<file path="config.mk">
export PLATFORM = sky130hd
export DESIGN_NAME = load_store_unit
export DESIGN_NICKNAME = d
export VERILOG_FILES = /design/src/rtl/load_store_unit.sv
export SDC_FILE = /design/constraint.sdc
export NUM_CORES = 1
export LEC_CHECK = 0
export ABC_AREA = 0
export BUFFER_PORTS_ARGS = -buffer_cell sky130_fd_sc_hd__buf_2
export CAP_MARGIN = 20
export CORE_MARGIN = 2
export CORE_UTILIZATION = 44
export CTS_CLUSTER_DIAMETER = 30
export CTS_CLUSTER_SIZE = 14
export DETAILED_ROUTE_END_ITERATION = 10
export PLACE_DENSITY = 0.83
export SLEW_MARGIN = 20
export SYNTH_ARGS = -nofsm -noshare
export SYNTH_HDL_FRONTEND = slang
export SYNTH_SLANG_ARGS = --single-unit
</file>
<file path="constraint.sdc">
create_clock -name clock -period 1.7 [get_ports clock]
set_input_delay 0.085 -clock clock [delete_from_list [all_inputs] [get_ports clock]]
set_output_delay 0.085 -clock clock [all_outputs]
set_load 0.02 [all_outputs]
</file>
<file path="src/rtl/load_store_unit.sv">
// load_store_unit: one-at-a-time load/store master for DATA_MEMORY with registered read data.
// Optional byte-lane stores (read-modify-write) are enabled by defining LSU_BYTE_WRITE_EN.
module load_store_unit #(
   parameter int DATA_WIDTH    = 16,
   parameter int ADDRESS_WIDTH = 8
) (
   input  logic                      clock,
   input  logic                      reset_n,
   input  logic                      req_valid,
   output logic                      req_ready,
   input  logic                      req_write,
   input  logic [ADDRESS_WIDTH-1:0]  req_address,
   input  logic [DATA_WIDTH-1:0]     req_wdata,
   input  logic [DATA_WIDTH/8-1:0]   req_byte_sel,
   output logic                      resp_valid,
   input  logic                      resp_ready,
   output logic [DATA_WIDTH-1:0]     resp_rdata,
   output logic [ADDRESS_WIDTH-1:0]  mem_write_address,
   output logic                      mem_write_enable,
   output logic [DATA_WIDTH-1:0]     mem_data_write,
   output logic [ADDRESS_WIDTH-1:0]  mem_read_address,
   output logic                      mem_read_enable,
   input  logic [DATA_WIDTH-1:0]     mem_data_read
);

   localparam int LANES = DATA_WIDTH / 8;

   typedef enum logic [2:0] {
      ST_IDLE       = 3'd0,
      ST_WRITE      = 3'd1,
      ST_RD_ISSUE   = 3'd2,
      ST_RD_CAPTURE = 3'd3,
      ST_RESP       = 3'd4
`ifdef LSU_BYTE_WRITE_EN
      ,
      ST_RMW_ISSUE   = 3'd5,
      ST_RMW_CAPTURE = 3'd6,
      ST_RMW_WRITE   = 3'd7
`endif
   } state_t;

   state_t                     state_q, state_d;
   logic [ADDRESS_WIDTH-1:0]   addr_q, addr_d;
   logic [DATA_WIDTH-1:0]      wdata_q, wdata_d;
   logic                       accept_s;

   logic                       req_ready_q, req_ready_d;
   logic                       resp_valid_q, resp_valid_d;
   logic [DATA_WIDTH-1:0]      resp_rdata_q, resp_rdata_d;
   logic [ADDRESS_WIDTH-1:0]   mem_write_address_q, mem_write_address_d;
   logic                       mem_write_enable_q, mem_write_enable_d;
   logic [DATA_WIDTH-1:0]      mem_data_write_q, mem_data_write_d;
   logic [ADDRESS_WIDTH-1:0]   mem_read_address_q, mem_read_address_d;
   logic                       mem_read_enable_q, mem_read_enable_d;

`ifdef LSU_BYTE_WRITE_EN
   logic [LANES-1:0]           bsel_q, bsel_d;

   // Old word with the selected byte lanes replaced by the new word.
   function automatic logic [DATA_WIDTH-1:0] merge_lanes(
      input logic [DATA_WIDTH-1:0] old_word,
      input logic [DATA_WIDTH-1:0] new_word,
      input logic [LANES-1:0]      sel
   );
      logic [DATA_WIDTH-1:0] merged;
      merged = old_word;
      for (int b = 0; b < LANES; b++) begin
         if (sel[b]) begin
            merged[8*b +: 8] = new_word[8*b +: 8];
         end else begin
            merged[8*b +: 8] = old_word[8*b +: 8];
         end
      end
      return merged;
   endfunction
`else
   logic unused_byte_sel_s;
   assign unused_byte_sel_s = ^req_byte_sel;
`endif

   assign accept_s = req_valid & req_ready_q;

   // State register, request latches and registered outputs.
   always_ff @(posedge clock) begin
      if (!reset_n) begin
         state_q             <= ST_IDLE;
         addr_q              <= {ADDRESS_WIDTH{1'b0}};
         wdata_q             <= {DATA_WIDTH{1'b0}};
         req_ready_q         <= 1'b0;
         resp_valid_q        <= 1'b0;
         resp_rdata_q        <= {DATA_WIDTH{1'b0}};
         mem_write_address_q <= {ADDRESS_WIDTH{1'b0}};
         mem_write_enable_q  <= 1'b0;
         mem_data_write_q    <= {DATA_WIDTH{1'b0}};
         mem_read_address_q  <= {ADDRESS_WIDTH{1'b0}};
         mem_read_enable_q   <= 1'b0;
`ifdef LSU_BYTE_WRITE_EN
         bsel_q              <= {LANES{1'b0}};
`endif
      end else begin
         state_q             <= state_d;
         addr_q              <= addr_d;
         wdata_q             <= wdata_d;
         req_ready_q         <= req_ready_d;
         resp_valid_q        <= resp_valid_d;
         resp_rdata_q        <= resp_rdata_d;
         mem_write_address_q <= mem_write_address_d;
         mem_write_enable_q  <= mem_write_enable_d;
         mem_data_write_q    <= mem_data_write_d;
         mem_read_address_q  <= mem_read_address_d;
         mem_read_enable_q   <= mem_read_enable_d;
`ifdef LSU_BYTE_WRITE_EN
         bsel_q              <= bsel_d;
`endif
      end
   end

   // Next-state logic and request capture at acceptance.
   always_comb begin
      state_d = state_q;
      addr_d  = addr_q;
      wdata_d = wdata_q;
`ifdef LSU_BYTE_WRITE_EN
      bsel_d  = bsel_q;
`endif
      case (state_q)
         ST_IDLE: begin
            if (accept_s) begin
               addr_d  = req_address;
               wdata_d = req_wdata;
`ifdef LSU_BYTE_WRITE_EN
               bsel_d  = req_byte_sel;
`endif
               if (!req_write) begin
                  state_d = ST_RD_ISSUE;
               end else begin
`ifdef LSU_BYTE_WRITE_EN
                  // Only a genuinely partial lane mask needs the old word.
                  if ((req_byte_sel == {LANES{1'b1}}) || (req_byte_sel == {LANES{1'b0}})) begin
                     state_d = ST_WRITE;
                  end else begin
                     state_d = ST_RMW_ISSUE;
                  end
`else
                  state_d = ST_WRITE;
`endif
               end
            end else begin
               state_d = ST_IDLE;
            end
         end
         ST_WRITE:      state_d = ST_IDLE;
         ST_RD_ISSUE:   state_d = ST_RD_CAPTURE;
         ST_RD_CAPTURE: state_d = ST_RESP;
         ST_RESP: begin
            if (resp_valid_q && resp_ready) begin
               state_d = ST_IDLE;
            end else begin
               state_d = ST_RESP;
            end
         end
`ifdef LSU_BYTE_WRITE_EN
         ST_RMW_ISSUE:   state_d = ST_RMW_CAPTURE;
         ST_RMW_CAPTURE: state_d = ST_RMW_WRITE;
         ST_RMW_WRITE:   state_d = ST_IDLE;
`endif
         default:        state_d = ST_IDLE;
      endcase
   end

   // Output next values derived from the state being entered, so outputs align with it.
   always_comb begin
      req_ready_d         = (state_d == ST_IDLE);
      resp_valid_d        = (state_d == ST_RESP);
      resp_rdata_d        = resp_rdata_q;
      mem_write_address_d = mem_write_address_q;
      mem_write_enable_d  = 1'b0;
      mem_data_write_d    = mem_data_write_q;
      mem_read_address_d  = mem_read_address_q;
      mem_read_enable_d   = 1'b0;
      if (state_q == ST_RD_CAPTURE) begin
         resp_rdata_d = mem_data_read;
      end else begin
         resp_rdata_d = resp_rdata_q;
      end
      case (state_d)
         ST_WRITE: begin
            mem_write_address_d = addr_d;
            mem_data_write_d    = wdata_d;
`ifdef LSU_BYTE_WRITE_EN
            mem_write_enable_d  = (bsel_d != {LANES{1'b0}});
`else
            mem_write_enable_d  = 1'b1;
`endif
         end
         ST_RD_ISSUE: begin
            mem_read_address_d = addr_d;
            mem_read_enable_d  = 1'b1;
         end
`ifdef LSU_BYTE_WRITE_EN
         ST_RMW_ISSUE: begin
            mem_read_address_d = addr_d;
            mem_read_enable_d  = 1'b1;
         end
         ST_RMW_WRITE: begin
            mem_write_address_d = addr_q;
            mem_data_write_d    = merge_lanes(mem_data_read, wdata_q, bsel_q);
            mem_write_enable_d  = 1'b1;
         end
`endif
         default: begin
            mem_write_enable_d = 1'b0;
            mem_read_enable_d  = 1'b0;
         end
      endcase
   end

   assign req_ready         = req_ready_q;
   assign resp_valid        = resp_valid_q;
   assign resp_rdata        = resp_rdata_q;
   assign mem_write_address = mem_write_address_q;
   assign mem_write_enable  = mem_write_enable_q;
   assign mem_data_write    = mem_data_write_q;
   assign mem_read_address  = mem_read_address_q;
   assign mem_read_enable   = mem_read_enable_q;

endmodule
</file>
## After elaboration in Yosys (flattened, before gate mapping)

Cells that the tools add are included.

| word-level totals | value |
|---|---|
| register bits | 79 |
| output and inout port bits | 52 |
| word-level logic and storage cells | 31 |

| cells by class | value |
|---|---|
| equality and inequality tests | 6 |
| mux-type cells | 10 |
| bitwise logic cells | 1 |
| reductions and logical operators | 3 |

Operator list:

| kind | number |
|---|---|
| $mux 16 | 2 |
| $mux 8 | 2 |
| $pmux 3 s4 | 1 |
| $eq 3x2->1 const B | 3 |
| $eq 3x3->1 const B | 2 |
| $logic_not 3->1 | 2 |
| $mux 3 | 2 |
| $eq 3x1->1 const B | 1 |
| $mux 1 | 2 |
| $mux 2 | 1 |
| $and 1x1->1 | 1 |
| $logic_and 1x1->1 | 1 |

## Longest topological paths before layout

| depth | value |
|---|---|
| word-level depth | 5 |
| gate-level depth with buffers | 5 |

## Worst setup path before layout

No wires, ideal clock.

| timing path | value |
|---|---|
| kind | register to register |
| from | register req_ready_q (netlist: req_ready) |
| to | register mem_data_write_q[10] (netlist: mem_data_write[10]) |
| library setup time | 0.120 ns |
| data arrival time | 1.163 ns |
| required time | 1.580 ns |
| path slack | 0.417 ns |
| cell stages (with the launch flop) | 6 |
| clock period less this slack | 1.283 ns |
| cell sequence | dfxtp_1 > and3b_1 > buf_4 > nand3_4 > buf_6 > mux2i_1 |

| between the ends | value |
|---|---|
| cells in the longest elaborated chain, start to end | 4 |
| elaborated cells on any way between the ends | 6 |
| classes of those cells | eq/ne (1); mux (4); bitwise (1) |

RTL lines:

| element | line | source |
|---|---|---|
| start, declared | 47 | `logic req_ready_q, req_ready_d;` |
| start signal, assigned | 104 | `req_ready_q <= req_ready_d;` |
| $and 1x1->1 * | 81 | `assign accept_s = req_valid & req_ready_q;` |
| $mux 3 | 128 | `if (accept_s) begin` |
| $pmux 3 s4 | 126 | `case (state_q)` |
| $eq 3x1->1 | 186 | `case (state_d)` |
| end signal, assigned | 94 | `mem_data_write_q <= {DATA_WIDTH{1'b0}};` |
| end signal, assigned | 109 | `mem_data_write_q <= mem_data_write_d;` |
| end, declared | 52 | `logic [DATA_WIDTH-1:0] mem_data_write_q, mem_data_write_d;` |

Every way passes the cells marked *; elsewhere a longest branch is shown, timed or not.
A chain may end at the register's enable or synchronous reset.

## Final worst setup path

| timing path | value |
|---|---|
| from | register state_q[2] |
| to | register mem_data_write_q[14] (netlist: mem_data_write[14]) |

| between the ends | value |
|---|---|
| cells in the longest elaborated chain, start to end | 3 |
| elaborated cells on any way between the ends | 7 |
| classes of those cells | eq/ne (4); mux (2); reduce/logical (1) |

RTL lines:

| element | line | source |
|---|---|---|
| start, declared | 42 | `state_t state_q, state_d;` |
| start signal, assigned | 101 | `state_q <= state_d;` |
| $eq 3x3->1 (tied with other cells) | 126 |  |
| $pmux 3 s4 | 126 |  |
| $eq 3x1->1 | 186 |  |

Parallel ways exist; a longest one is shown, timed or not.

==> impl_metrics.prom <==
# TYPE chip_impl_metric gauge
chip_impl_info{name="crit_path_end_kind",value="flop"} 1
chip_impl_metric{name="synthesized_netlist_cell_count",unit=""} 229
chip_impl_metric{name="track_usage",unit=""} 0.162
chip_impl_metric{name="placed_cell_area",unit="sq mm"} 0.00254
chip_impl_metric{name="synthToLayoutAreaGrowth",unit="%"} 28.1
chip_impl_metric{name="post_placement_setup_slack",unit="ns"} 0.199
chip_impl_info{name="layout_common_cells",value="sky130_fd_sc_hd__buf_2 (96), sky130_fd_sc_hd__nand2_1 (89), sky130_fd_sc_hd__dfxtp_1 (55), sky130_fd_sc_hd__mux2i_1 (32), sky130_fd_sc_hd__a21oi_1 (18)"} 1
chip_impl_metric{name="worst_skew_pair.late_latency",unit="ns"} 0.30
chip_impl_metric{name="post_cts_resize_count",unit=""} 0
chip_impl_metric{name="synth_sequential_area_ratio",unit=""} 0.534
chip_impl_metric{name="antenna-diode-count",unit=""} 0
chip_impl_metric{name="via_per_inst",unit=""} 4.76
chip_impl_metric{name="start_util",unit=""} 0.464
chip_impl_metric{name="peakVddDrop",unit="uV"} 455
chip_impl_metric{name="synthesis.nets",unit=""} 276
chip_impl_info{name="cts_tree",value="built"} 1
chip_impl_metric{name="postCtsSetupBuffers",unit=""} 0
chip_impl_info{name="setup.worst_path.start",value="state_q[2]"} 1
chip_impl_metric{name="static_leakage",unit="nW"} 1.42
chip_impl_info{name="holdCritStartpoint",value="req_wdata[15]"} 1
chip_impl_metric{name="cp_data_arrival_time",unit="ns"} 1.69
chip_impl_metric{name="part_of_the_total_power_dissipated_in_sequential_elements",unit=""} 0.570
chip_impl_metric{name="antenna_violations_before_repair",unit=""} 0
chip_impl_metric{name="report.final.slew_viol_count",unit=""} 0
chip_impl_metric{name="htree_levels",unit=""} 2
chip_impl_metric{name="postCtsHoldBufs",unit=""} 0
chip_impl_metric{name="detail_route.wirelength",unit="mm"} 4.22
chip_impl_metric{name="io_buffers",unit=""} 96
chip_impl_metric{name="detailedRoute.firstPassIterationCount",unit=""} 4
chip_impl_metric{name="cts_sinks",unit=""} 55
chip_impl_info{name="clockRootBuffer",value="sky130_fd_sc_hd__clkbuf_8"} 1
chip_impl_metric{name="die-height",unit="microns"} 72.5
chip_impl_metric{name="timing.critical_path.required",unit="ns"} 1.93
chip_impl_metric{name="dr.first_iter.drc_count",unit=""} 65
chip_impl_metric{name="max-cap-violations",unit=""} 0
chip_impl_metric{name="grt_overflow_total",unit=""} 0
chip_impl_metric{name="die_w",unit="microns"} 72.5
chip_impl_metric{name="yosysWarningCount",unit=""} 0
chip_impl_metric{name="filler_cell_count",unit=""} 408
chip_impl_metric{name="final_layout_size_suffix_gt1_frac",unit=""} 0.345
chip_impl_metric{name="setup_viol_count_final",unit=""} 0
chip_impl_metric{name="grt_pass1_wl",unit="mm"} 6.66
chip_impl_metric{name="num_rows",unit=""} 24
chip_impl_metric{name="finalNetCount",unit=""} 365
chip_impl_metric{name="total_power",unit="mW"} 2.36
chip_impl_metric{name="io-pin-count",unit=""} 99
chip_impl_metric{name="cts_buffer_depth",unit=""} 2
chip_impl_metric{name="hold_viol",unit=""} 0
chip_impl_metric{name="p_per_area",unit="mW/mm^2"} 891
chip_impl_metric{name="totalNegativeSetupSlack",unit="ns"} 0
chip_impl_metric{name="fin_crit",unit="ns"} 1.47
chip_impl_metric{name="final-seq-area",unit="sq mm"} 0.00110
chip_impl_info{name="regToRegStartpoint",value="state_q[2]"} 1
chip_impl_metric{name="final_cell_area",unit="sq mm"} 0.00264
chip_impl_metric{name="dp_hpwl",unit="mm"} 2.97
chip_impl_metric{name="drt-wirelength-per-cell",unit="microns"} 11.4
chip_impl_metric{name="clk_pin_slew",unit="ns"} 0.09
chip_impl_metric{name="max_slew_margin",unit=""} 0.643
chip_impl_metric{name="place_congestion",unit=""} 0.710
chip_impl_metric{name="timing_worst_slew_pin_value",unit="ns"} 0.535
chip_impl_metric{name="dieArea",unit="sq mm"} 0.00525
chip_impl_info{name="rsz0062_at_grt",value="false"} 1
chip_impl_metric{name="area_inside_the_core_boundary",unit="sq mm"} 0.00444
chip_impl_metric{name="yosys_reg_bits",unit=""} 55
chip_impl_metric{name="postRouteAntennaNets",unit=""} 0
chip_impl_metric{name="worst_hold_slack",unit="ns"} 0.0119
chip_impl_metric{name="multiInputGateArea",unit="sq um"} 860
chip_impl_metric{name="cts_buffers",unit=""} 5
chip_impl_metric{name="grt_max_degree",unit=""} 54
chip_impl_metric{name="finClkSkew",unit="ns"} 0.00570
chip_impl_metric{name="via_count",unit=""} 1765
chip_impl_info{name="timing.hold.worst.class",value="input pin to flop"} 1
chip_impl_metric{name="sw_frac_of_total",unit=""} 0.237
chip_impl_metric{name="average_cell_area_after_synthesis",unit="sq um"} 9.01
chip_impl_metric{name="fmax",unit="MHz"} 683
chip_impl_metric{name="path_max_fanout",unit=""} 25
chip_impl_info{name="worstSetupPathType",value="flop to flop"} 1
chip_impl_metric{name="vias_in_the_first_global_route",unit=""} 1582
chip_impl_metric{name="drcViolationCount",unit=""} 0
chip_impl_info{name="start_kind",value="flop"} 1
chip_impl_metric{name="power.share.combinational",unit=""} 0.103
chip_impl_metric{name="synthesis.area",unit="sq mm"} 0.00206
chip_impl_metric{name="total_switching_power",unit="mW"} 0.557
chip_impl_info{name="layout.cells.most_common",value="sky130_fd_sc_hd__buf_2"} 1
chip_impl_metric{name="setup_ws",unit="ns"} 0.235
chip_impl_metric{name="p_int",unit="mW"} 1.80
chip_impl_metric{name="synth.lib_cells_used.distinct",unit=""} 20
chip_impl_metric{name="period_share",unit=""} 0.862
chip_impl_metric{name="power.share.clock",unit=""} 0.327
chip_impl_info{name="outcome",value="completed"} 1
==> worst max-delay path: stages (launching register included) <==
cell and delay (ns):
sky130_fd_sc_hd__dfxtp_1 0.38, sky130_fd_sc_hd__and3b_1 0.33, sky130_fd_sc_hd__nand3_4 0.39, sky130_fd_sc_hd__mux2i_1 0.29
==> cell families (layout without fill, tap and decap cells) <==
kind of cell	after synthesis	after routing	share of synthesized area
AO/OA/AOI/OAI	22	22	0.0594
buffers and inverters	20	110	0.0497
flip-flops	55	55	0.534
multiplexers	32	32	0.155
AND/OR/NAND/NOR	100	100	0.202
==> through the flow <==
step,util,instances
global route,0.595,371
CTS,0.595,371
finish,0.595,371
floorplan,-,229
global placement,0.572,363
detailed placement,0.572,363
==> routing by layer <==
layer,GRT usage,wire length [microns]
met4,0.0556,28
met1,0.190,1940
met3,0.0722,461
met5,0,0
met2,0.264,1790
==> layout make-up <==
type,instances,share of cell area
timing repair buffer,100,0.193
multi-input combinational,154,0.325
tap,52,0.0246
clock buffer,8,0.0379
sequential,55,0.416
inverter,2,0.00284
==> flip-flops by register name, summed over array words and instances, names as in the netlist <==
register           count
mem_read_enable        1
req_ready              1
state_q                3
mem_write_address      8
mem_write_enable       1
resp_rdata            16
resp_valid             1
mem_read_address       8
mem_data_write        16
==> power groups by stage <==
stage / combinational, mW / clock [mW] / sequential (mW)
2_1_floorplan: 0.114 / 0 / 1.41
3_3_place_gp: 0.244 / 0 / 1.37
3_5_place_dp: 0.246 / 0 / 1.37
4_1_cts: 0.247 / 0.789 / 1.34
5_1_grt: 0.266 / 0.844 / 1.35
6_report: 0.243 / 0.771 / 1.34
==> final timing paths <==
path | endpoint | slack, ns | cells after the start
min reg2reg | resp_rdata[5] | 0.45 | 2
max reg2reg | mem_data_write[14] | 0.23 | 3
min | mem_data_write[15] | 0.01 | 3
max | mem_data_write[14] | 0.23 | 3
==> Yosys cell counts (all sizes together) <==
cell / number / share of area
inv: 2 / 0.0036
dfxtp: 55 / 0.53
mux2i: 32 / 0.16
buf: 7 / 0.025
nand2: 89 / 0.16
nand3: 2 / 0.011
nor2: 3 / 0.0067
nor4: 1 / 0.0030
a31oi: 2 / 0.0061
o221a: 1 / 0.0055
a2111oi: 1 / 0.0042
and3b: 2 / 0.0085
clkbuf: 11 / 0.021
a21oi: 18 / 0.044
nand3b: 3 / 0.011
Power figures use the tool's default switching activity.
